File: config.mk
export PLATFORM = sky130hd
export DESIGN_NAME = imm_gen_pipe_flat
export DESIGN_NICKNAME = d
export VERILOG_FILES = /design/src/rtl/imm_gen_pkg.sv /design/src/rtl/imm_gen_if.sv /design/src/rtl/imm_gen_decode.sv /design/src/rtl/imm_gen_pipe.sv /design/src/flat_wrapper.sv
export SDC_FILE = /design/constraint.sdc
export NUM_CORES = 1
export LEC_CHECK = 0
export ABC_AREA = 1
export CORE_AREA = 3 3 77 79
export CTS_BUF_LIST = sky130_fd_sc_hd__clkbuf_8 sky130_fd_sc_hd__clkbuf_16
export DETAILED_ROUTE_END_ITERATION = 10
export DIE_AREA = 0 0 80 82
export PLACE_DENSITY = 0.84
export SLEW_MARGIN = 20
export SYNTH_ARGS = -nofsm -noshare
export SYNTH_HDL_FRONTEND = slang
export SYNTH_SLANG_ARGS = --single-unit
export TNS_END_PERCENT = 50
File: constraint.sdc
create_clock -name clk -period 2.08 [get_ports clk]
set_input_delay 0.416 -clock clk [delete_from_list [all_inputs] [get_ports clk]]
set_output_delay 0.416 -clock clk [all_outputs]
set_load 0.005 [all_outputs]
File: src/rtl/imm_gen_pkg.sv
// Shared constants for the RV32/RV64 immediate generator: format codes,
// base opcodes and the number of per-format statistics counters.
package imm_gen_pkg;

    typedef enum logic [2:0] {
        FMT_R   = 3'd0,
        FMT_I   = 3'd1,
        FMT_S   = 3'd2,
        FMT_B   = 3'd3,
        FMT_U   = 3'd4,
        FMT_J   = 3'd5,
        FMT_ILL = 3'd6
    } fmt_e;

    localparam int NUM_CNT = 7;

    localparam logic [6:0] OPC_LOAD     = 7'b0000011;
    localparam logic [6:0] OPC_OP_IMM   = 7'b0010011;
    localparam logic [6:0] OPC_OP_IMM32 = 7'b0011011;
    localparam logic [6:0] OPC_JALR     = 7'b1100111;
    localparam logic [6:0] OPC_SYSTEM   = 7'b1110011;
    localparam logic [6:0] OPC_STORE    = 7'b0100011;
    localparam logic [6:0] OPC_BRANCH   = 7'b1100011;
    localparam logic [6:0] OPC_LUI      = 7'b0110111;
    localparam logic [6:0] OPC_AUIPC    = 7'b0010111;
    localparam logic [6:0] OPC_JAL      = 7'b1101111;
    localparam logic [6:0] OPC_OP       = 7'b0110011;
    localparam logic [6:0] OPC_OP32     = 7'b0111011;

endpackage

File: src/rtl/imm_gen_if.sv
// Valid/ready bundle for the immediate generator: instruction in, decoded
// immediate/format out. master drives instructions, slave is the block.
interface imm_gen_if
    import imm_gen_pkg::*;
#(
    parameter int XLEN = 64
);
    logic            in_valid;
    logic            in_ready;
    logic [31:0]     in_instr;
    logic            out_valid;
    logic            out_ready;
    logic [XLEN-1:0] out_imm;
    fmt_e            out_fmt;
    logic            out_illegal;

    modport master (
        output in_valid, in_instr, out_ready,
        input  in_ready, out_valid, out_imm, out_fmt, out_illegal
    );

    modport slave (
        input  in_valid, in_instr, out_ready,
        output in_ready, out_valid, out_imm, out_fmt, out_illegal
    );
endinterface

File: src/rtl/imm_gen_decode.sv
// Combinational opcode classifier and immediate extractor; the immediate is
// assembled as 32 bits and then sign-extended from instr[31] to XLEN.
module imm_gen_decode
    import imm_gen_pkg::*;
#(
    parameter int XLEN = 64
) (
    input  logic [31:0]     instr,
    output logic [XLEN-1:0] imm,
    output fmt_e            fmt,
    output logic            illegal
);

    logic [31:0] imm32;
    logic        s;

    assign s = instr[31];

    always_comb begin
        fmt   = FMT_ILL;
        imm32 = '0;
        unique case (instr[6:0])
            OPC_LOAD, OPC_OP_IMM, OPC_OP_IMM32, OPC_JALR, OPC_SYSTEM: begin
                fmt   = FMT_I;
                imm32 = {{20{s}}, instr[31:20]};
            end
            OPC_STORE: begin
                fmt   = FMT_S;
                imm32 = {{20{s}}, instr[31:25], instr[11:7]};
            end
            OPC_BRANCH: begin
                fmt   = FMT_B;
                imm32 = {{19{s}}, s, instr[7], instr[30:25], instr[11:8], 1'b0};
            end
            OPC_LUI, OPC_AUIPC: begin
                fmt   = FMT_U;
                imm32 = {instr[31:12], 12'b0};
            end
            OPC_JAL: begin
                fmt   = FMT_J;
                imm32 = {{11{s}}, s, instr[19:12], instr[20], instr[30:21], 1'b0};
            end
            OPC_OP, OPC_OP32: begin
                fmt   = FMT_R;
                imm32 = '0;
            end
            default: begin
                fmt   = FMT_ILL;
                imm32 = '0;
            end
        endcase
    end

    assign imm     = XLEN'($signed(imm32));
    assign illegal = (fmt == FMT_ILL);

endmodule

File: src/rtl/imm_gen_pipe.sv
// One-stage registered immediate generator with valid/ready handshake.
// Define IMM_GEN_STATS_EN to add saturating per-format acceptance counters.
module imm_gen_pipe
    import imm_gen_pkg::*;
#(
    parameter int XLEN  = 64,
    parameter int CNT_W = 16
) (
    input  logic             clk,
    input  logic             reset,
`ifdef IMM_GEN_STATS_EN
    input  logic             stat_clear,
    input  logic [2:0]       stat_sel,
    output logic [CNT_W-1:0] stat_count,
`endif
    imm_gen_if.slave         bus
);

    if (!(XLEN == 32 || XLEN == 64)) begin : g_bad_xlen
        $error("imm_gen_pipe: XLEN must be 32 or 64");
    end
    if (CNT_W < 1) begin : g_bad_cnt_w
        $error("imm_gen_pipe: CNT_W must be at least 1");
    end

    logic            valid_q, valid_d;
    logic [XLEN-1:0] imm_q, imm_d;
    fmt_e            fmt_q, fmt_d;
    logic            ill_q, ill_d;

    logic [XLEN-1:0] dec_imm;
    fmt_e            dec_fmt;
    logic            dec_ill;
    logic            in_ready;
    logic            accept;

    imm_gen_decode #(.XLEN(XLEN)) u_decode (
        .instr   (bus.in_instr),
        .imm     (dec_imm),
        .fmt     (dec_fmt),
        .illegal (dec_ill)
    );

    // The single output register is free when empty or draining this cycle.
    assign in_ready = !valid_q || bus.out_ready;
    assign accept   = bus.in_valid && in_ready;

    always_comb begin
        valid_d = valid_q;
        imm_d   = imm_q;
        fmt_d   = fmt_q;
        ill_d   = ill_q;
        if (accept) begin
            valid_d = 1'b1;
            imm_d   = dec_imm;
            fmt_d   = dec_fmt;
            ill_d   = dec_ill;
        end else if (bus.out_ready) begin
            valid_d = 1'b0;
        end
    end

    always_ff @(posedge clk) begin
        if (reset) begin
            valid_q <= 1'b0;
            imm_q   <= '0;
            fmt_q   <= FMT_R;
            ill_q   <= 1'b0;
        end else begin
            valid_q <= valid_d;
            imm_q   <= imm_d;
            fmt_q   <= fmt_d;
            ill_q   <= ill_d;
        end
    end

    assign bus.in_ready    = in_ready;
    assign bus.out_valid   = valid_q;
    assign bus.out_imm     = imm_q;
    assign bus.out_fmt     = fmt_q;
    assign bus.out_illegal = ill_q;

`ifdef IMM_GEN_STATS_EN
    logic [NUM_CNT-1:0][CNT_W-1:0] cnt_q, cnt_d;

    // Clear wins over a same-cycle increment; counters stick at all-ones.
    always_comb begin
        cnt_d = cnt_q;
        if (stat_clear) begin
            cnt_d = '0;
        end else if (accept) begin
            for (int i = 0; i < NUM_CNT; i++) begin
                if (dec_fmt == fmt_e'(i) && cnt_q[i] != '1) begin
                    cnt_d[i] = cnt_q[i] + 1'b1;
                end
            end
        end
    end

    always_ff @(posedge clk) begin
        if (reset) begin
            cnt_q <= '0;
        end else begin
            cnt_q <= cnt_d;
        end
    end

    always_comb begin
        stat_count = '0;
        for (int i = 0; i < NUM_CNT; i++) begin
            if (stat_sel == 3'(i)) begin
                stat_count = cnt_q[i];
            end
        end
    end
`endif

endmodule

File: src/flat_wrapper.sv
// flat-port wrapper written by rule: the top's interface ports become plain ports
module imm_gen_pipe_flat import imm_gen_pkg::*;
#(
    parameter int XLEN  = 64,
    parameter int CNT_W = 16
)
  (clk, reset, bus_in_valid, bus_in_instr, bus_out_ready, bus_in_ready, bus_out_valid, bus_out_imm, bus_out_fmt, bus_out_illegal);
  imm_gen_if #(.XLEN(XLEN)) bus_i ();
  input  logic clk;
  input  logic reset;
  input wire logic [$bits(bus_i.in_valid)-1:0] bus_in_valid;
  input wire logic [$bits(bus_i.in_instr)-1:0] bus_in_instr;
  input wire logic [$bits(bus_i.out_ready)-1:0] bus_out_ready;
  output wire logic [$bits(bus_i.in_ready)-1:0] bus_in_ready;
  output wire logic [$bits(bus_i.out_valid)-1:0] bus_out_valid;
  output wire logic [$bits(bus_i.out_imm)-1:0] bus_out_imm;
  output wire logic [$bits(bus_i.out_fmt)-1:0] bus_out_fmt;
  output wire logic [$bits(bus_i.out_illegal)-1:0] bus_out_illegal;
  assign bus_i.in_valid = bus_in_valid;
  assign bus_i.in_instr = bus_in_instr;
  assign bus_i.out_ready = bus_out_ready;
  assign bus_in_ready = bus_i.in_ready;
  assign bus_out_valid = bus_i.out_valid;
  assign bus_out_imm = bus_i.out_imm;
  assign bus_out_fmt = bus_i.out_fmt;
  assign bus_out_illegal = bus_i.out_illegal;
  imm_gen_pipe #(.XLEN(XLEN), .CNT_W(CNT_W)) u_core (.clk(clk), .reset(reset), .bus(bus_i));
endmodule
==> flow_summary_export.csv <==
group,metric,value,unit
status,status,"finished clean",
timing,tightest_slew,0.359,ns
yosys,synth_adder_area_share,0,%
placement,post-place-cells,517,
route,drt_first_pass_iters,4,
yosys,synth_fp_nets,413,
yosys,synth_edf_count,0,
timing,tns,0,ns
critical_path,worstPathArrival,1.49,ns
route,wl,6.03,mm
route,postRouteAntennaNets,0,
layout,design_area,3350,um2
yosys,synthCells,377,
yosys,synth_seq_area_share,30.8,%
clock_tree,cts_setup_buffers,0,
floorplanning,dieArea,6560,um2
clock_tree,clock_path_buffers,2,
route,drcViolationCount,0,
critical_path,cpMostUsedCell,"clkdlybuf4s50_1",
global_routing,first_global_vias,2245,
route,route.layer.met1.wl,2.45,mm
clock_tree,h-tree-depth,2,
layout,multi_input_area,1160,um2
layout,layout.cells.non_filler,525,
layout,fin_nets,488,
timing,setup_ws,0.172,ns
pwr,max-vdd-ir-drop,0.000226,V
critical_path,cp_max_fo,3,
route,first_iter_violations,94,
global_routing,antenna_found_initial,0,
layout,fill_cells,508,
clock_tree,post_cts_resized,0,
placement,port_buffers,105,
critical_path,crit_path_cell_trace,"clkdlybuf4s50_1 -> inv_1 -> nand2_1 -> clkdlybuf4s50_1",
job,maxCapViolCount,0,
critical_path,cp_top_family,"buffers and inverters",
route,route.met3.wl,349,um
floorplanning,coreArea,5410,um2
floorplanning,die_x,80,um
global_routing,grt_pass1_wl,9.85,mm
clock_tree,cts_tree,"built",
global_routing,overflow,0,
timing,fin_crit_sh,91.7,%
yosys,ys.warnings.count,0,
yosys,avgSynthCellArea,6.37,um2
critical_path,worst_path_max_delay_cell,"clkdlybuf4s50_1",
pwr,power.density,439,nW/um2
placement,gp_congestion,0.840,
floorplanning,start_util,44.4,%
route,vias_per_cell,4.76,
critical_path,path_class,"in2out",
clock_tree,cts_root_buffer,"clkbuf_8",
floorplanning,io_pins,106,
layout,final_common_cell,"nand2_1",
floorplanning,die_h,82,um
layout,n_antenna_cell,0,
global_routing,grt_start_max_net_pins,35,
clock_tree,clk_pin_slew_worst_paths,0.07,ns
yosys,synth_top_family_by_area,"simple AND/OR/NAND/NOR gates",
route,dr_wl_met2,3.13,mm
route,num_vias,2501,
route,wl_per_cell,11.5,um
critical_path,required,1.66,ns
pwr,leakagePower,1.52,nW
timing,rsz0062_at_grt,"false",
layout,layout_common_cells,"125 x nand2_1, 105 x clkdlybuf4s50_1, 43 x nor2_1, 37 x dfxtp_1, 36 x nand3_1",
yosys,async_flop_share,0,%
clock_tree,hold_buffers,0,
timing,timing.fmax,524,MHz
critical_path,max_stage_delay,0.50,ns
layout,area_delta_synth_final,39.4,%
yosys,synth_simple_gate_area_share,39.9,%
critical_path,worst-path-buf-inv,3,
yosys,synth.mux.area_fraction,0,%
global_routing,track_usage,18.8,%
floorplanning,std_cell_rows,27,
min_path,hp-class,"reg2reg",
timing,hold_violations,0,
layout,final_layout_size_suffix_gt1_share,8.61,%
yosys,synth-xor-area-share,0,%
timing,finClkSkew,0.00256,ns
placement,dp_hpwl,4.66,mm
layout,ff_latch_area,741,um2
clock_tree,clk_latency,0.28,ns
timing,timing.hold.ws,0.465,ns
critical_path,end_kind,"output pin",
yosys,synth-seq-cells,37,
critical_path,cp-start-kind,"input pin",
yosys,yosysUniqueCellTypes,25,
timing,report.final.slew_viol_count,0,
clock_tree,numClockSinks,37,
placement,place_area,3260,um2
timing,slew_headroom,76.1,%
yosys,synth_compound_area_share,8.39,%
timing,setup_viol,0,
placement,pre_cts_slack,-0.0338,ns
clock_tree,numCtsBuffers,5,
yosys,synthFlopType,"dfxtp_1",
route,top_layer,"met4",
yosys,synth.cell_area,2400,um2
timing,fin_crit,1.91,ns
synth_stat cells, types with 3 or more instances:
cell type | count | area, um2
nor2_1 | 43 | 161
buf_6 | 4 | 45.0
inv_2 | 3 | 11.3
nor2_2 | 7 | 43.8
buf_4 | 37 | 278
nand2_1 | 125 | 469
clkbuf_1 | 4 | 15.0
inv_1 | 26 | 97.6
nand3_1 | 36 | 180
dfxtp_1 | 37 | 741
nand2_4 | 3 | 33.8
a21oi_1 | 32 | 160
state kept, by name, summed over array words and instances (netlist names):
register / flops
u_core.bus.out_fmt: 3
u_core.bus.out_valid: 1
u_core.bus.out_imm: 32
u_core.bus.out_illegal: 1
per-layer routing:
| metal | GRT usage (%) | vias to the layer above |
|---|---|---|
| met5 | 0 | - |
| met4 | 7.43 | 0 |
| met3 | 3.18 | 9 |
| met2 | 34.9 | 84 |
| met1 | 21.3 | 1118 |
| li1 | - | 1290 |
worst paths after layout:
| kind | from | slack [ns] | cells past startpoint | endpoint |
|---|---|---|---|---|
| hold / removal | u_core.bus.out_imm[14]$_SDFFE_PP0P_ | 0.47 | 2 | u_core.bus.out_imm[14]$_SDFFE_PP0P_ |
| hold reg to reg | u_core.bus.out_imm[14]$_SDFFE_PP0P_ | 0.47 | 2 | u_core.bus.out_imm[14]$_SDFFE_PP0P_ |
| setup / recovery | bus_out_ready | 0.17 | 4 | bus_in_ready |
| setup reg to reg | u_core.bus.out_valid$_SDFFE_PP0P_ | 0.89 | 5 | u_core.bus.out_imm[16]$_SDFFE_PP0P_ |
cells by family after synthesis:
| logic type | Yosys count |
|---|---|
| AOI/OAI and AO/OA | 38 |
| and+or+nand+nor | 222 |
| buffers and inverters | 80 |
| DFF | 37 |
power by group:
group / internal [mW] / total [mW] / switching [mW]
clock network: 0.227 / 0.470 / 0.242
logic: 0.136 / 0.269 / 0.133
registers: 0.723 / 0.731 / 0.00779
stage by stage:
| step | utilization (%) | total power [mW] |
|---|---|---|
| global route | 61.9 | 1.54 |
| CTS | 61.9 | 1.48 |
| detailed placement | 60.4 | 1.02 |
| floorplan | - | 0.879 |
| finish | 61.9 | 1.47 |
| global placement | 60.4 | 1.01 |
worst register-to-register path: stages, from the launching register on:
cell	delay (ns)
dfxtp_1	0.34
nand2_1	0.08
nand2_1	0.08
buf_4	0.33
nand2_1	0.12
a21oi_1	0.17
area by class of cell:
| class | count | area share (%) |
|---|---|---|
| repair buffers | 118 | 34.7 |
| inverters | 30 | 3.36 |
| clock buffers | 5 | 2.06 |
| well taps | 72 | 2.69 |
| flip-flops and latches | 37 | 22.1 |
| multi-input cells | 260 | 34.7 |
| clock inverters | 3 | 0.411 |
Note: power is estimated with default switching activity, not from simulation.
